`config.mk`:
```
export PLATFORM = sky130hd
export DESIGN_NAME = clk_div_arbiter_flat
export DESIGN_NICKNAME = d
export VERILOG_FILES = /design/src/rtl/clk_div_arbiter_pkg.sv /design/src/rtl/clk_div_arbiter_if.sv /design/src/rtl/clk_div_arbiter_rr_pick.sv /design/src/rtl/clk_div_arbiter.sv /design/src/flat_wrapper.sv
export SDC_FILE = /design/constraint.sdc
export NUM_CORES = 1
export LEC_CHECK = 0
export CAP_MARGIN = 20
export CORE_UTILIZATION = 48
export DETAILED_ROUTE_END_ITERATION = 10
export PLACE_DENSITY = 0.84
export RECOVER_POWER = 100
export SLEW_MARGIN = 5
export SYNTH_ARGS = -nofsm -noshare
export SYNTH_HDL_FRONTEND = slang
export SYNTH_SLANG_ARGS = --single-unit
```
`constraint.sdc`:
```
create_clock -name iCLK -period 6.6 [get_ports iCLK]
set_input_delay 0.66 -clock iCLK [delete_from_list [all_inputs] [get_ports iCLK]]
set_output_delay 0.66 -clock iCLK [all_outputs]
set_load 0.02 [all_outputs]
```
`src/rtl/clk_div_arbiter_pkg.sv`:
```
// Shared state encoding and the requester limit used by the clock-source blocks.
package clk_div_arbiter_pkg;

    localparam int MAX_N_REQ = 8;

    typedef enum logic [1:0] {
        ST_IDLE    = 2'd0,
        ST_LOAD    = 2'd1,
        ST_RUN     = 2'd2,
        ST_RELEASE = 2'd3
    } state_t;

endpackage

```
`src/rtl/clk_div_arbiter_if.sv`:
```
// Requester/divider-facing bundle of the clock-divider arbiter; slave = arbiter side.
interface clk_div_arbiter_if #(
    parameter int N_REQ         = 4,
    parameter int COUNTER_WIDTH = 16,
    parameter int HOLD_WIDTH    = 8
);
    logic [N_REQ-1:0]               req;
    logic [N_REQ*COUNTER_WIDTH-1:0] req_div;
    logic [HOLD_WIDTH-1:0]          hold_edges;
    logic                           gen_clk;
    logic [COUNTER_WIDTH-1:0]       start_at;
    logic                           div_rst;
    logic [N_REQ-1:0]               grant;
    logic                           busy;
    logic                           done;

    modport master (
        output req, req_div, hold_edges, gen_clk,
        input  start_at, div_rst, grant, busy, done
    );

    modport slave (
        input  req, req_div, hold_edges, gen_clk,
        output start_at, div_rst, grant, busy, done
    );
endinterface

```
`src/rtl/clk_div_arbiter_rr_pick.sv`:
```
// Combinational rotating picker: first set request at or above i_ptr, wrapping.
// Latency: zero cycles; no backpressure (pure function of its inputs).
module clk_div_arbiter_rr_pick #(
    parameter int N_REQ = 4,
    parameter int IDX_W = 2
) (
    input  logic [N_REQ-1:0] i_req,
    input  logic [IDX_W-1:0] i_ptr,
    output logic [N_REQ-1:0] o_win_oh,
    output logic [IDX_W-1:0] o_win_idx,
    output logic             o_any
);
    localparam logic [IDX_W:0] N_L = N_REQ[IDX_W:0];

    logic [2*N_REQ-1:0] w_dbl;
    logic [N_REQ-1:0]   w_rot;
    logic [IDX_W-1:0]   w_off;
    logic [IDX_W:0]     w_sum;

    assign w_dbl = {i_req, i_req};
    assign w_rot = N_REQ'(w_dbl >> i_ptr);
    assign o_any = |i_req;

    // Rotate so i_ptr sits at bit 0, take the lowest set bit, then rotate the index back.
    always_comb begin
        w_off = '0;
        for (int i = N_REQ - 1; i >= 0; i--) begin
            if (w_rot[i]) begin
                w_off = IDX_W'(i);
            end
        end
        w_sum = {1'b0, i_ptr} + {1'b0, w_off};
        if (w_sum >= N_L) begin
            w_sum = w_sum - N_L;
        end
        o_win_idx = w_sum[IDX_W-1:0];
        o_win_oh  = o_any ? (N_REQ'(1) << o_win_idx) : '0;
    end
endmodule

```
`src/rtl/clk_div_arbiter.sv`:
```
// Shares one clock divider between N_REQ requesters; CLK_ARB_FIXED_PRIO_EN selects fixed priority with req[0] preemption.
// Latency: req -> grant/busy next cycle, RUN two cycles after sampling; no backpressure, req is a held level.
module clk_div_arbiter
    import clk_div_arbiter_pkg::*;
#(
    parameter int N_REQ         = 4,
    parameter int COUNTER_WIDTH = 16,
    parameter int HOLD_WIDTH    = 8
) (
    input logic              iCLK,
    input logic              iRST,
    clk_div_arbiter_if.slave bus
);
    localparam int IDX_W = $clog2(N_REQ);

    if (N_REQ < 2 || N_REQ > MAX_N_REQ) begin : g_bad_n_req
        $error("clk_div_arbiter: N_REQ out of range");
    end

    state_t                   r_state;
    state_t                   w_state_nxt;
    logic [N_REQ-1:0]         r_grant;
    logic [IDX_W-1:0]         r_owner;
    logic [COUNTER_WIDTH-1:0] r_start_at;
    logic [HOLD_WIDTH-1:0]    r_edge_cnt;
    logic                     r_gen_clk_q;

    logic [IDX_W-1:0]         w_ptr;
    logic [N_REQ-1:0]         w_pick_oh;
    logic [IDX_W-1:0]         w_pick_idx;
    logic                     w_pick_any;
    logic [COUNTER_WIDTH-1:0] w_pick_div;
    logic                     w_gen_rise;
    logic                     w_owner_req;
    logic                     w_limit;
    logic                     w_preempt;

`ifdef CLK_ARB_FIXED_PRIO_EN
    assign w_ptr     = '0;
    assign w_preempt = bus.req[0] && (r_owner != '0);
`else
    logic [IDX_W-1:0] r_rr_ptr;

    assign w_ptr     = r_rr_ptr;
    assign w_preempt = 1'b0;

    always_ff @(posedge iCLK or posedge iRST) begin
        if (iRST) begin
            r_rr_ptr <= '0;
        end else if (r_state == ST_RELEASE) begin
            r_rr_ptr <= (r_owner == IDX_W'(N_REQ - 1)) ? '0 : r_owner + 1'b1;
        end
    end
`endif

    clk_div_arbiter_rr_pick #(
        .N_REQ (N_REQ),
        .IDX_W (IDX_W)
    ) u_pick (
        .i_req     (bus.req),
        .i_ptr     (w_ptr),
        .o_win_oh  (w_pick_oh),
        .o_win_idx (w_pick_idx),
        .o_any     (w_pick_any)
    );

    always_comb begin
        w_pick_div = '0;
        for (int i = 0; i < N_REQ; i++) begin
            if (w_pick_oh[i]) begin
                w_pick_div = bus.req_div[i*COUNTER_WIDTH +: COUNTER_WIDTH];
            end
        end
    end

    assign w_gen_rise  = bus.gen_clk & ~r_gen_clk_q;
    assign w_owner_req = |(bus.req & r_grant);
    // Registered count vs live hold: lowering hold below the count releases on the next edge.
    assign w_limit     = (bus.hold_edges != '0) && (r_edge_cnt >= bus.hold_edges);

    always_ff @(posedge iCLK or posedge iRST) begin
        if (iRST) begin
            r_state <= ST_IDLE;
        end else begin
            r_state <= w_state_nxt;
        end
    end

    always_comb begin
        w_state_nxt  = r_state;
        bus.div_rst  = 1'b1;
        bus.busy     = 1'b0;
        bus.done     = 1'b0;
        bus.grant    = '0;
        bus.start_at = r_start_at;
        case (r_state)
            ST_IDLE: begin
                if (w_pick_any) begin
                    w_state_nxt = ST_LOAD;
                end
            end
            ST_LOAD: begin
                bus.busy    = 1'b1;
                bus.grant   = r_grant;
                w_state_nxt = ST_RUN;
            end
            ST_RUN: begin
                bus.div_rst = 1'b0;
                bus.busy    = 1'b1;
                bus.grant   = r_grant;
                if (w_limit || !w_owner_req || w_preempt) begin
                    w_state_nxt = ST_RELEASE;
                end
            end
            ST_RELEASE: begin
                bus.done    = 1'b1;
                w_state_nxt = ST_IDLE;
            end
            default: begin
                w_state_nxt = ST_IDLE;
            end
        endcase
    end

    always_ff @(posedge iCLK or posedge iRST) begin
        if (iRST) begin
            r_grant     <= '0;
            r_owner     <= '0;
            r_start_at  <= '0;
            r_edge_cnt  <= '0;
            r_gen_clk_q <= 1'b0;
        end else begin
            r_gen_clk_q <= bus.gen_clk;
            if (r_state == ST_IDLE && w_pick_any) begin
                r_grant    <= w_pick_oh;
                r_owner    <= w_pick_idx;
                r_start_at <= w_pick_div;
            end
            if (r_state == ST_LOAD) begin
                r_edge_cnt <= '0;
            end else if (r_state == ST_RUN && w_gen_rise && r_edge_cnt != '1) begin
                r_edge_cnt <= r_edge_cnt + 1'b1;
            end
        end
    end
endmodule

```
`src/flat_wrapper.sv`:
```
// flat-port wrapper written by rule: the top's interface ports become plain ports
module clk_div_arbiter_flat import clk_div_arbiter_pkg::*;
#(
    parameter int N_REQ         = 4,
    parameter int COUNTER_WIDTH = 16,
    parameter int HOLD_WIDTH    = 8
)
  (iCLK, iRST, bus_req, bus_req_div, bus_hold_edges, bus_gen_clk, bus_start_at, bus_div_rst, bus_grant, bus_busy, bus_done);
  clk_div_arbiter_if #(.N_REQ(N_REQ), .COUNTER_WIDTH(COUNTER_WIDTH), .HOLD_WIDTH(HOLD_WIDTH)) bus_i ();
  input logic iCLK;
  input logic iRST;
  input wire logic [$bits(bus_i.req)-1:0] bus_req;
  input wire logic [$bits(bus_i.req_div)-1:0] bus_req_div;
  input wire logic [$bits(bus_i.hold_edges)-1:0] bus_hold_edges;
  input wire logic [$bits(bus_i.gen_clk)-1:0] bus_gen_clk;
  output wire logic [$bits(bus_i.start_at)-1:0] bus_start_at;
  output wire logic [$bits(bus_i.div_rst)-1:0] bus_div_rst;
  output wire logic [$bits(bus_i.grant)-1:0] bus_grant;
  output wire logic [$bits(bus_i.busy)-1:0] bus_busy;
  output wire logic [$bits(bus_i.done)-1:0] bus_done;
  assign bus_i.req = bus_req;
  assign bus_i.req_div = bus_req_div;
  assign bus_i.hold_edges = bus_hold_edges;
  assign bus_i.gen_clk = bus_gen_clk;
  assign bus_start_at = bus_i.start_at;
  assign bus_div_rst = bus_i.div_rst;
  assign bus_grant = bus_i.grant;
  assign bus_busy = bus_i.busy;
  assign bus_done = bus_i.done;
  clk_div_arbiter #(.N_REQ(N_REQ), .COUNTER_WIDTH(COUNTER_WIDTH), .HOLD_WIDTH(HOLD_WIDTH)) u_core (.iCLK(iCLK), .iRST(iRST), .bus(bus_i));
endmodule
```
==> flow_summary.json, run 1 <==
{
  "synthTopCellsByArea": "dfrtp_1, nor2b_1, ha_1, a221oi_1, a2111oi_2",
  "grt_first_pass_wirelength_mm": 11.18,
  "routabilityCongestion": 0.7754,
  "period_share_pct": 53.00,
  "die-height_microns": 76.62,
  "cts.sink_count": 35,
  "ys_seq_elements": 35,
  "cts_root_buffer": "clkbuf_8",
  "outcome": "finished with violations",
  "ys_types": 52,
  "hold_viol": 0,
  "diodes": 0,
  "max-vdd-ir-drop_mv": 0.4265,
  "tightest_slew_ns": 1.800,
  "report.final.slew_viol_count": 36,
  "p_leak_nw": 1.588,
  "syn_nets": 385,
  "drive_above_1_share_pct": 6.824,
  "cp_max_fo": 18,
  "ios": 102,
  "grt_max_degree": 67,
  "met3_length_microns": 553,
  "numPortBuffers": 101,
  "finalSetupTns_ns": 0,
  "combPwrFrac_pct": 65.5,
  "highest_layer": "met4",
  "fin_nets": 475,
  "switching_power_mw": 0.7589,
  "grt_usage_pct": 23.69,
  "htreeDepth": 2,
  "synthFlopType": "dfrtp_1",
  "synth_top_area_share_pct": 32.77,
  "p_sw_share_pct": 46.70,
  "max_slew_margin_pct": -20.02,
  "synthArstFlopShare_pct": 100.0,
  "endpoint_kind": "register",
  "synth.avg_cell_area_sq_um": 9.216,
  "ant_nets": 0,
  "layout_setup_ws_ns": 3.102,
  "grt.overflow.total": 0,
  "power_density_nw_per_um2": 430.0,
  "synth_area_leader_cell": "dfrtp_1",
  "yosysWarnings": 0,
  "area_delta_synth_final_pct": 41.39,
  "clk_path_buf_depth": 2,
  "critPathKind": "input pin to register",
  "crit_arrival_ns": 3.66,
  "finalSetupViolCount": 0,
  "ctsResizeCount": 0,
  "numCtsBuffers": 5,
  "worstPathRequired_ns": 6.76,
  "synth_edf_count": 0,
  "hold_path_class": "register to register",
  "power.internal_mw": 0.8660,
  "hpwl_mm": 4.988,
  "cts_tree": "yes",
  "dieArea_sq_um": 5870,
  "routed_wl_mm": 6.728,
  "post_cts_buffers": 0,
  "drv_cap": 2,
  "period_needed_ns": 3.498,
  "seq_area_frac_synth_pct": 32.77,
  "utilization_pct": 72.15,
  "route.detailed.drc": 0,
  "p_clk_share_pct": 11.9,
  "num_vias": 2545,
  "antenna_found_initial": 0,
  "start_util_pct": 51.03,
  "pwr-share-seq_pct": 22.6,
  "dp_slack_ns": 2.639,
  "grt_pass1_vias": 2467,
  "drtIter0Drc": 138,
  "wirelength_met1_mm": 2.801,
  "die_x_microns": 76.62,
  "avgRoutedWirePerCell_microns": 14.92,
  "crit_path_start_kind": "input pin",
  "fp.coreArea_sq_um": 5238,
  "syn_inst": 290,
  "violations": "max-capacitance violations, max-slew violations",
  "clock.fmax_mhz": 285.9,
  "clock_latency_ns": 0.29,
  "dr.pass1.iters": 4,
  "rsz0062_at_grt": "false",
  "vias_per_cell": 5.643,
  "row_count": 26,
  "clk_pin_slew_worst_paths_ns": 0.07,
  "cts-hold-fix-buffers": 0,
  "synth_area_sq_um": 2673,
  "wl_met2_mm": 3.319,
  "skew_ns": 0.007270,
  "place_area_sq_um": 3672,
  "final_cell_area_sq_um": 3779
}
critical path: stages:
cell and delay [ns]:
dlygate4sd3_1 0.73, inv_1 0.13, o21ai_0 0.18, a21oi_1 0.08
o32a_1 0.34, ha_1 0.23, inv_1 0.09, o211ai_1 0.55
a221oi_1 0.55, o31ai_1 0.11
cells by family (layout without fill, tap and decap cells):
group / Yosys count / in the layout / synth area share (%)
simple gates: 100 / 100 / 19.62
compound gates: 89 / 89 / 29.78
buf+inv: 41 / 132 / 7.163
flops: 35 / 35 / 32.77
fa+ha+maj: 16 / 16 / 7.491
xor+xnor: 6 / 6 / 1.966
mux: 3 / 3 / 1.217
through the flow:
stage / std cells / total power [mW] / hold slack (ns)
2_1_floorplan: 290 / 1.144 / 0.4538
3_3_place_gp: 442 / 1.415 / 0.4623
3_5_place_dp: 442 / 1.452 / 0.4658
4_1_cts: 450 / 1.651 / 0.4828
5_1_grt: 451 / 1.765 / 0.4972
6_report: 451 / 1.625 / 0.4736
flip-flops by register name, indices dropped and copies added, names as in the netlist:
register,cells
u_core.r_rr_ptr,2
u_core.r_edge_cnt,8
u_core.r_owner,2
u_core.bus.start_at,16
u_core.r_state,2
u_core.r_gen_clk_q,1
u_core.r_grant,4
worst paths after layout:
| kind | start | depth (start not counted) | to | slack, ns |
|---|---|---|---|---|
| max | bus_req[0] | 10 | u_core.bus.start_at[10] | 3.10 |
| min | u_core.bus.start_at[15] | 2 | u_core.bus.start_at[15] | 0.47 |
| max reg2reg | u_core.r_rr_ptr[1] | 8 | u_core.bus.start_at[10] | 3.81 |
| min reg2reg | u_core.bus.start_at[15] | 2 | u_core.bus.start_at[15] | 0.47 |
| max in group asynchronous | iRST | 3 | u_core.r_rr_ptr[1] | 4.12 |
| min in group asynchronous | iRST | 3 | u_core.bus.start_at[4] | 1.44 |
power groups by stage:
stage / Clock, mW / Sequential, mW / Combinational [mW]
after CTS: 0.201 / 0.369 / 1.08
after floorplan: 0 / 0.411 / 0.733
after global placement: 0 / 0.369 / 1.05
final: 0.194 / 0.367 / 1.06
after detailed placement: 0 / 0.372 / 1.08
after global routing: 0.209 / 0.381 / 1.18
cells in the final DEF, fill, tap and decap left out, types with 2 or more instances in the layout:
cell type	synthesis	routed
clkdlybuf4s50_1	0	74
dfrtp_1	35	35
nor2b_1	33	33
nand2_1	29	29
dlygate4sd3_1	0	27
inv_1	20	20
a221oi_1	16	16
o31ai_1	16	16
ha_1	16	16
nor2_1	14	14
o21ai_0	10	10
a2111oi_2	8	8
a2111oi_0	7	7
xnor2_1	6	6
a21oi_1	6	6
clkbuf_8	0	5
nand3_1	4	4
nor3_1	4	4
nand2b_1	4	4
and2_1	4	4
nor4_1	2	3
a22oi_1	3	3
a21o_1	3	3
o21ai_1	2	2
Yosys cell counts, types with 6 or more instances:
library cell   n
dfrtp_1       35
nor2b_1       33
nand2_1       29
inv_1         20
a221oi_1      16
ha_1          16
o31ai_1       16
nor2_1        14
clkbuf_1      10
o21ai_0       10
a2111oi_2      8
a2111oi_0      7
a21oi_1        6
xnor2_1        6
layout make-up:
class | instances | area (sq um)
multi-input combinational | 214 | 1585
fill | 427 | 1459
timing repair buffer | 104 | 1042
sequential | 35 | 875.8
tap | 70 | 87.58
inverter | 20 | 75.07
clock buffer | 5 | 68.82
clock inverter | 3 | 43.79
per-layer routing:
metal | vias up | GRT usage (%)
met4 | 0 | 4.615
li1 | 1246 | -
met2 | 102 | 41.98
met5 | - | 0
met3 | 7 | 7.784
met1 | 1190 | 27.84
Power figures use the tool's default switching activity.
==> inputs of run 2 (changes only) <==
--- a/config.mk
+++ b/config.mk
@@ -6,9 +6,9 @@
 export NUM_CORES = 1
 export LEC_CHECK = 0
 export CAP_MARGIN = 20
-export CORE_UTILIZATION = 48
+export CORE_UTILIZATION = 45
 export DETAILED_ROUTE_END_ITERATION = 10
-export PLACE_DENSITY = 0.84
+export PLACE_DENSITY = 0.8
 export RECOVER_POWER = 100
 export SLEW_MARGIN = 5
 export SYNTH_ARGS = -nofsm -noshare
==> constraint.sdc (replaced) <==
create_clock -name iCLK -period 3.35 [get_ports iCLK]
set_input_delay 0.335 -clock iCLK [delete_from_list [all_inputs] [get_ports iCLK]]
set_output_delay 0.335 -clock iCLK [all_outputs]
set_load 0.02 [all_outputs]
==> run 2 against run 1 <==
Against the previous run:
- the run now ends clean
- routed wire length is 3.7% lower
- critical path type unchanged
- first-iteration DRC count is 41% lower
- die area grew 6.5%
==> flow_summary.json, run 2 (same netlist as run 1, synthesis figures left out) <==
{
  "utilization_pct": 67.43,
  "cp_cell_sequence": "dlygate4sd3_1 -> inv_1 -> o21ai_0 -> a21oi_1 -> o32a_1 -> ha_1 -> buf_12 -> nor2b_1 -> a2111oi_0 -> o31ai_1",
  "cts.sink_count": 35,
  "layout_common_cells": "clkdlybuf4s50_1, dfrtp_1, nor2b_1",
  "crit_path_start_kind": "input pin",
  "dieArea_sq_um": 6251,
  "row_count": 27,
  "largest_reg_flops": 16,
  "grt_first_pass_wirelength_mm": 10.58,
  "hold_path_class": "register to register",
  "dpl.cell_count": 453,
  "multi_input_area_sq_um": 1553,
  "numCtsBuffers": 5,
  "critical-path-slowest-cell": "dlygate4sd3_1",
  "outcome": "completed",
  "die_x_microns": 79.07,
  "period_share_pct": 85.79,
  "start_util_pct": 47.66,
  "routabilityCongestion": 0.7840,
  "period_needed_ns": 2.874,
  "worstPathRequired_ns": 3.50,
  "num_vias": 2528,
  "final_cell_count_no_fill": 461,
  "endpoint_kind": "register",
  "critPathMaxStageDelay_ns": 0.65,
  "report.final.slew_viol_count": 0,
  "crit_arrival_ns": 3.03,
  "r2r_cells": 8,
  "post_cts_buffers": 0,
  "tightest_slew_ns": 0.8696,
  "fp.coreArea_sq_um": 5608,
  "p_leak_nw": 1.602,
  "clk_path_buf_depth": 2,
  "hold_end": "u_core.bus.start_at[3]",
  "vias_per_cell": 5.484,
  "r2r_slack_ns": 0.58,
  "drv_cap": 0,
  "r2r-end": "u_core.bus.start_at[3]",
  "skew_ns": 0.004055,
  "dr.pass1.iters": 4,
  "ios": 102,
  "antenna_found_initial": 0,
  "power_density_nw_per_um2": 821.5,
  "r2r-start": "u_core.r_rr_ptr[1]",
  "clk_pin_slew_worst_paths_ns": 0.07,
  "critPathKind": "input pin to register",
  "regArea_sq_um": 875.8,
  "ant_nets": 0,
  "hold_viol": 0,
  "routed_wl_mm": 6.479,
  "grt_pass1_vias": 2367,
  "finalSetupViolCount": 0,
  "rsz0062_at_grt": "false",
  "fin_nets": 483,
  "grt_max_degree": 41,
  "route.detailed.drc": 0,
  "worst_hold_slack_ns": 0.4718,
  "htreeDepth": 2,
  "drive_above_1_share_pct": 6.170,
  "clock.fmax_mhz": 348.0,
  "numPortBuffers": 101,
  "cts_tree": "yes",
  "ctsResizeCount": 0,
  "grt.overflow.total": 0,
  "hp-start": "u_core.bus.start_at[3]",
  "area_delta_synth_final_pct": 41.48,
  "hold-path-cell-count": 2,
  "diodes": 0,
  "grt_usage_pct": 21.69,
  "max-vdd-ir-drop_mv": 0.4796,
  "clock_latency_ns": 0.28,
  "finalSetupTns_ns": 0,
  "cts_root_buffer": "clkbuf_8",
  "hpwl_mm": 5.028,
  "drtIter0Drc": 82,
  "max_slew_margin_pct": 41.85,
  "die-height_microns": 79.07,
  "cp_max_fo": 40,
  "cts-hold-fix-buffers": 0,
  "fillers": 497,
  "layout_commonest_cell": "clkdlybuf4s50_1",
  "avgRoutedWirePerCell_microns": 14.05
}
run 2: cell type report:
cell class	count	area share, %
inverter	20	1.985
multi-input combinational	214	41.07
sequential	35	23.16
clock buffer	8	2.647
tap	72	2.383
timing repair buffer	112	28.76
run 2: critical path: cells and delay by family:
family	cells	cell delay (ns)
adders and majority gates	1	0.58
buffers and inverters	3	1.02
and+or+nand+nor	1	0.07
AOI/OAI and AO/OA	5	1.01
run 2: per-layer routing:
metal	part of all wire [%]	wire, microns	up-vias	GRT usage, %
li1	-	-	1266	-
met1	45	2901	1168	26.72
met2	47	3071	87	37.59
met3	6.6	428	7	4.828
met4	1.2	78	0	6.545
met5	0	0	-	0
run 2: where the power goes:
part,switching [mW],total [mW],leakage (nW),internal [mW]
Combinational,1.16,2.05,1.11,0.889
Sequential,0.130,0.722,0.443,0.592
Clock,0.151,0.339,0.0515,0.188
run 2: worst max-delay path by stage:
stage,endpoint,start
finish,u_core.bus.start_at[3],bus_req[1]
global route,u_core.bus.start_at[11],bus_req[1]
CTS,u_core.bus.start_at[2],bus_req[1]
detailed placement,u_core.bus.start_at[2],bus_req[1]
global placement,u_core.bus.start_at[11],bus_req[1]
floorplan,u_core.bus.start_at[10],bus_req[0]
run 2: stage by stage:
stage	cell area (sq um)	total power [mW]	worst slack, ns
global route	3781	3.371	0.2966
CTS	3855	3.302	0.7382
floorplan	2673	2.254	0.9153
global placement	3755	2.917	0.4952
detailed placement	3755	2.960	0.4350
finish	3781	3.106	0.4761
==> inputs of run 3 (changes only) <==
--- a/config.mk
+++ b/config.mk
@@ -8,6 +8,7 @@
 export CAP_MARGIN = 20
 export CORE_UTILIZATION = 45
 export DETAILED_ROUTE_END_ITERATION = 10
+export GPL_ROUTABILITY_DRIVEN = 0
 export PLACE_DENSITY = 0.8
 export RECOVER_POWER = 100
 export SLEW_MARGIN = 5
==> results of run 3 <==
Same layout as run 2: the final DEF is identical, and so are final timing and power.
